**src/rtl/tick_generator.sv**
```systemverilog
// Purpose : multi-channel programmable tick generator; each channel emits a
//           one-cycle pulse every max(div,1) cycles (periodic) or once (one-shot).
// Latency : first tick one edge after a channel is enabled; tick/active registered.
// Backpressure: none; cfg writes and sync are accepted on every rising edge.
//
// Ports:
//   clk          - core clock, all state changes on its rising edge
//   clr          - asynchronous active-low reset
//   cfg_we       - configuration write strobe (ignored when cfg_chan is out of range)
//   cfg_chan     - channel index for the write
//   cfg_div      - new divisor (0 behaves as 1)
//   cfg_oneshot  - 1 = one-shot, 0 = periodic
//   cfg_en       - new enable value for the addressed channel
//   sync         - restart every enabled channel so they tick together next edge
//   tick         - per-channel registered one-cycle pulse
//   active       - per-channel registered enable
module tick_generator #(
    parameter int CHANNELS    = 4,
    parameter int WIDTH       = 16,
    parameter int DEFAULT_DIV = 1,
    localparam int CW         = (CHANNELS > 1) ? $clog2(CHANNELS) : 1
) (
    input  logic                clk,
    input  logic                clr,
    input  logic                cfg_we,
    input  logic [CW-1:0]       cfg_chan,
    input  logic [WIDTH-1:0]    cfg_div,
    input  logic                cfg_oneshot,
    input  logic                cfg_en,
    input  logic                sync,
    output logic [CHANNELS-1:0] tick,
    output logic [CHANNELS-1:0] active
);

    localparam logic [WIDTH-1:0] DEF_DIV = WIDTH'(DEFAULT_DIV);
    localparam logic [CW:0]      CH_LIM  = (CW + 1)'(CHANNELS);

    logic [WIDTH-1:0]    shadow_q [CHANNELS];
    logic [WIDTH-1:0]    shadow_d [CHANNELS];
    logic [WIDTH-1:0]    div_q    [CHANNELS];
    logic [WIDTH-1:0]    div_d    [CHANNELS];
    logic [WIDTH-1:0]    cnt_q    [CHANNELS];
    logic [WIDTH-1:0]    cnt_d    [CHANNELS];
    logic [CHANNELS-1:0] en_q,   en_d;
    logic [CHANNELS-1:0] mode_q, mode_d;   // 1 = one-shot
    logic [CHANNELS-1:0] tick_q, tick_d;
    logic [CHANNELS-1:0] cfg_hit;
    logic                cfg_ok;

    // Reload value for the down-counter: max(d,1)-1, so div 0 and 1 both tick every cycle.
    function automatic logic [WIDTH-1:0] reload_val(input logic [WIDTH-1:0] d);
        return (d == '0) ? '0 : d - WIDTH'(1);
    endfunction

    // Out-of-range channel indices (possible when CHANNELS is not a power of 2) are dropped.
    assign cfg_ok = ({1'b0, cfg_chan} < CH_LIM);

    always_comb begin
        cfg_hit = '0;
        for (int i = 0; i < CHANNELS; i++) begin
            cfg_hit[i] = cfg_we && cfg_ok && (cfg_chan == CW'(i));
        end
    end

    always_comb begin
        en_d   = en_q;
        mode_d = mode_q;
        tick_d = '0;
        for (int i = 0; i < CHANNELS; i++) begin
            shadow_d[i] = shadow_q[i];
            div_d[i]    = div_q[i];
            cnt_d[i]    = cnt_q[i];

            // The write is applied first; sync and counting see its result.
            if (cfg_hit[i]) begin
                shadow_d[i] = cfg_div;
                mode_d[i]   = cfg_oneshot;
                en_d[i]     = cfg_en;
                // An idle channel has no period in flight, so the divisor is live at once.
                if (!en_q[i]) begin
                    div_d[i] = cfg_div;
                end
            end

            if (sync) begin
                // Counter parked at 0 so every enabled channel ticks on the next edge.
                cnt_d[i] = '0;
                if (en_d[i]) begin
                    div_d[i] = shadow_d[i];
                end
            end else if (en_q[i] && en_d[i]) begin
                // Counting uses the registered enable, so a freshly enabled channel
                // ticks one edge after the write; a write with cfg_en=0 stops it at once.
                if (cnt_q[i] == '0) begin
                    tick_d[i] = 1'b1;
                    cnt_d[i]  = reload_val(shadow_q[i]);
                    div_d[i]  = shadow_q[i];
                    // A same-edge write owns the enable, so it can re-arm a one-shot.
                    if (mode_q[i] && !cfg_hit[i]) begin
                        en_d[i] = 1'b0;
                    end
                end else begin
                    cnt_d[i] = cnt_q[i] - WIDTH'(1);
                end
            end else begin
                cnt_d[i] = '0;
            end
        end
    end

    always_ff @(posedge clk or negedge clr) begin
        if (!clr) begin
            en_q   <= '0;
            mode_q <= '0;
            tick_q <= '0;
            for (int i = 0; i < CHANNELS; i++) begin
                shadow_q[i] <= DEF_DIV;
                div_q[i]    <= DEF_DIV;
                cnt_q[i]    <= '0;
            end
        end else begin
            en_q   <= en_d;
            mode_q <= mode_d;
            tick_q <= tick_d;
            for (int i = 0; i < CHANNELS; i++) begin
                shadow_q[i] <= shadow_d[i];
                div_q[i]    <= div_d[i];
                cnt_q[i]    <= cnt_d[i];
            end
        end
    end

    assign tick   = tick_q;
    assign active = en_q;

endmodule

```
**config.mk**
```make
export PLATFORM = sky130hd
export DESIGN_NAME = tick_generator
export DESIGN_NICKNAME = d
export VERILOG_FILES = /design/src/rtl/tick_generator.sv
export SDC_FILE = /design/constraint.sdc
export NUM_CORES = 1
export LEC_CHECK = 0
export ABC_AREA = 1
export CAP_MARGIN = 20
export CORE_MARGIN = 3
export CORE_UTILIZATION = 25
export CTS_CLUSTER_SIZE = 25
export DETAILED_ROUTE_END_ITERATION = 10
export MAX_ROUTING_LAYER = met4
export PLACE_DENSITY = 0.4
export SLEW_MARGIN = 25
export SYNTH_ARGS = -nofsm -noshare
export SYNTH_HDL_FRONTEND = slang
export SYNTH_SLANG_ARGS = --single-unit
```
**constraint.sdc**
```tcl
create_clock -name clk -period 3.55 [get_ports clk]
set_input_delay 0.71 -clock clk [delete_from_list [all_inputs] [get_ports clk]]
set_output_delay 0.71 -clock clk [all_outputs]
set_load 0.01 [all_outputs]
```
* Word level (Yosys, flattened, before mapping)
Index checks and enable logic that the tools add are counted.
W data, S select, Z words.
** Word-level totals
- Register bits :: 140
- Latch bits :: 0
- Memory bits (writable) :: 0
- ROM bits :: 0
- Logic and storage cells :: 98
- Memories kept :: 0
** Cells by class
- $add $sub $neg :: 8
- Multipliers :: 0
- Divide/modulo/power cells :: 0
- $lt $le $gt $ge :: 0
- Eq/ne operators :: 3
- Shift operators :: 0
- Multiplexer cells :: 48
- Bitwise operators :: 0
- Reduce and logical (&&, ||, !) cells :: 25
** Operators with widths (number)
- $mux W16 :: 16
- $logic_not A16 Y1 :: 8
- $sub A16 B1 Y16 const B :: 8
- $mux W1 :: 32
- $logic_and A1 B1 Y1 :: 12
- $eq A2 B2 Y1 const B :: 2
- $logic_not A1 Y1 :: 4
- $eq A2 B1 Y1 const B :: 1
- $logic_not A2 Y1 :: 1

* Logic depth before layout (Yosys ltp)
- Depth after elaboration :: 8
- Mapped depth :: 11

* Least setup slack after synthesis
No wires, ideal clock.
- Path type :: in2reg
- Start :: in cfg_we
- End :: reg cnt_q[16] in the netlist's numbering
- Library setup time :: 0.074 ns
- Arrival time :: 1.599 ns
- Required time :: 3.476 ns
- Path slack :: 1.877 ns
- Stages on the path :: 8
- Path through :: buf_6 > nand2_1 > nor2_4 > a21oi_4 > inv_2 > nor2_8 > nand2_4 > o21ai_2
** RTL lines
- start: declaration :: line 25 : input logic cfg_we,
- end signal: indexed assignment :: line 128 : cnt_q[i] <= cnt_d[i];
- end: declaration :: line 42 : logic [WIDTH-1:0] cnt_q [CHANNELS];

* Worst setup path in the final report
- Start :: reg en_q[3] (netlist: active[3])
- End :: out active[3]
** RTL lines
- start: declaration :: line 44 : logic [CHANNELS-1:0] en_q, en_d;
- start signal: assignment :: line 122 : en_q <= en_d;
- end: declaration :: line 32 : output logic [CHANNELS-1:0] active
No word-level cell between the ends.

==> metrics.txt <==
RSZ-0062 raised after global routing=false; CP top delay family=buffers and inverters; cts hold-fix bufs=0; routed length per placed instance=14.21 um; switching power of the nets=0.003892 W; worst reg2reg path depth=11; Top Metal Used=met4; Post-CTS Repair Setup Buffers=0; clock-pin slew of the registers on the worst-case setup and hold paths=0.06 ns; biggest cell delay along the critical path=0.58 ns; Detail Route met3 WL=384 um; setup slack after placement=1.011 ns; wire length of the first global-routing pass=38.61 mm; Die W=190.2 um; Crit Path Class=reg2out; total CTS buffers=17; Crit path required time=roughly 2.8 ns; global route overflow=0; standard-cell rows=66; Longest Clk Path Bufs=2; Post-Route M1 WL=12.52 mm; final routed DRC violation total=0; area of the mapped netlist=0.008483 mm^2; clock skew after layout=0.009638 ns; effective utilization at floorplan=0.2575; number of global-route vias before repair=slightly above 7,000; Tightest Hold Check Type=in2async; fraction of power consumed by the clock network=0.221; endpoint of the worst register-to-register path=cnt_q[43]; Worst Setup End Kind=primary output; Die ar.=around 0.036 mm^2; final-stage net count=1,232; buffer cell driving the clock tree root=sky130_fd_sc_hd__clkbuf_16; max-capacitance violation count=0; maximum fanout along the worst path=3; Synth Flop Type=sky130_fd_sc_hd__dfrtp_1; Setup crit start=active[3]; Syn. warnings=0; Tightest Pin Transition=roughly 0.83 ns; maximum ir drop on the vdd rail=~350 uV; EDFF count, synth=0; cell breakdown of the critical path=clkdlybuf4s50_1; crit path DAT=1.44 ns; Max Transition Viols Final=0; average footprint of a synthesized cell=7.345 um^2; Internal Dissipation=0.004569 W; Setup Total Neg Slack=0 ns; WL met2=10.31 mm; violation count after the first detailed-route iteration=402; pin count of the biggest net entering global routing=81; fraction of power spent switching nets=0.4599; ant diodes=0; final weighted congestion in routability-driven placement=0.7800; Combinational Power Share=0.500; Final ANT Viol Nets=0; Seq cells post-synth=140; Setup Viol. Count Final=0; synth unique cells=37; CTS tree=done; PostCTS Resize Cnt=0; flop2flop setup slack=1.75 ns; CP startpoint kind=register; detailed placer's ending HPWL=17.55 mm; power density of the placed cells=roughly 850 mW/mm^2; Routed WL=23.46 mm; clock net sink count=140; crit path time final=2.154 ns; fmax=464.1 MHz; antenna violations before repair=0; post-synthesis cell count=1,155; Final WS setup=1.396 ns; slowest stage cell on the critical path=sky130_fd_sc_hd__clkdlybuf4s50_1; via density per instance=around 4.4; overall routing resource usage=0.1393; fraction of final layout cells with drive strength greater than 1=0.1067; net count after synthesis=about 1,200; Relative slew margins=0.4470; worst flop-to-flop path startpoint=cnt_q[32]; fraction of registers with async set or reset after synthesis=1.000; buffers plus inverters on the worst setup path=1; sequential group share of total power=0.279; Die H=~190 um; total iterations of the first detailed-routing run=5; clock insertion delay at the later pin of the skew report=0.42 ns; vias post-DR=7,201; core region area=0.03295 mm^2; number of H-tree branching levels=4; area overhead of the layout relative to synthesis=17.12%; Leakage Power=4.896 nW; sequential cell area fraction in the yosys report=0.4136; final cycle utilization of the critical path=0.6069; status=completed; Hold Vio Cnt, Final=0; number of top-level pins=32; I/O Buffers=31
[stage by stage]
| stage | utilization | power (W) | std cells | hold slack (ns) | cell area, um^2 |
|---|---|---|---|---|---|
| 6_report | 0.3015 | 0.008461 | 1651 | 0.3588 | 9936 |
| 2_1_floorplan | - | 0.005585 | 1155 | 0.4144 | 8483 |
| 3_3_place_gp | 0.2830 | 0.006669 | 1619 | 0.4697 | 9325 |
| 5_1_grt | 0.3015 | 0.009267 | 1651 | 0.4145 | 9936 |
| 4_1_cts | 0.3015 | 0.008579 | 1651 | 0.3853 | 9936 |
| 3_5_place_dp | 0.2830 | 0.006643 | 1619 | 0.4780 | 9325 |
[how the worst max path moves through the flow]
| stage | endpoint | slack (ns) | cells past startpoint |
|---|---|---|---|
| after floorplan | cnt_q[16] | 1.88 | 8 |
| after global placement | cnt_q[19] | 1.07 | 8 |
| after detailed placement | cnt_q[19] | 1.01 | 8 |
| after CTS | active[3] | 1.35 | 1 |
| after global routing | cnt_q[19] | 1.31 | 8 |
| final | active[3] | 1.40 | 1 |
[Yosys cell counts (all sizes together), types with 3 or more instances]
cell,number,area [um^2]
o22ai,3,18.77
a21oi,12,71.32
xnor2,19,166.4
ha,12,150.1
nand3b,4,33.78
xor2,34,297.8
clkbuf,11,41.29
nand2,328,1274
nor3,5,25.02
nand3,94,510.5
o21ai,115,646.9
or2,5,31.28
dfstp,4,105.1
dfrtp,136,3403
nor2,180,820.8
buf,5,46.29
nand4,36,244.0
inv,148,555.5
[placed cells by master, fill, tap and decap left out, types with 6 or more instances in the layout]
cell type,count
sky130_fd_sc_hd__a21oi_1,11
sky130_fd_sc_hd__buf_4,6
sky130_fd_sc_hd__clkbuf_16,17
sky130_fd_sc_hd__clkdlybuf4s50_1,30
sky130_fd_sc_hd__dfrtp_1,136
sky130_fd_sc_hd__ha_1,12
sky130_fd_sc_hd__inv_1,138
sky130_fd_sc_hd__inv_2,10
sky130_fd_sc_hd__nand2_1,317
sky130_fd_sc_hd__nand2_2,8
sky130_fd_sc_hd__nand3_1,89
sky130_fd_sc_hd__nand4_1,33
sky130_fd_sc_hd__nor2_1,151
sky130_fd_sc_hd__nor2_2,18
sky130_fd_sc_hd__nor2_4,9
sky130_fd_sc_hd__o21ai_0,80
sky130_fd_sc_hd__o21ai_1,16
sky130_fd_sc_hd__o21ai_2,19
sky130_fd_sc_hd__xnor2_1,19
sky130_fd_sc_hd__xor2_1,34
[cell families (layout without fill, tap and decap cells)]
group / after synthesis / in the layout / synth area share
buffers and inverters: 164 / 218 / 0.07581
XOR/XNOR: 53 / 53 / 0.05472
flip-flops: 140 / 140 / 0.4136
AO/OA/AOI/OAI: 133 / 133 / 0.09100
adder cells (fa/ha/maj): 12 / 12 / 0.01770
AND/OR/NAND/NOR: 653 / 653 / 0.3472
[cell type report]
type	instances	area, um^2
Clock buffer	19	442.9
Tap cell	442	553.0
Sequential cell	140	3508
Multi-Input combinational cell	851	4332
Fill cell	3599	23010
Inverter	148	555.5
Timing Repair Buffer	38	376.6
Clock inverter	13	167.7
[registers in the layout, summed over array words and instances, names as in the netlist]
name and flops:
tick 4, cnt_q 64, mode_q 4, shadow_q 64
active 4
[power by group through the flow]
| stage | clock (W) | sequential (W) | combinational [W] |
|---|---|---|---|
| floorplan | 0 | 0.00230 | 0.00329 |
| global placement | 0 | 0.00240 | 0.00427 |
| detailed placement | 0 | 0.00239 | 0.00426 |
| CTS | 0.00193 | 0.00236 | 0.00428 |
| global route | 0.00200 | 0.00243 | 0.00484 |
| finish | 0.00187 | 0.00236 | 0.00423 |
[routing by layer]
layer | global-route usage | vias up
li1 | - | 3747
met1 | 0.1984 | 3370
met2 | 0.2091 | 71
met3 | 0.01806 | 13
met4 | 0.03641 | 0
met5 | - | -
No activity file was read; power rests on OpenSTA's default activity.
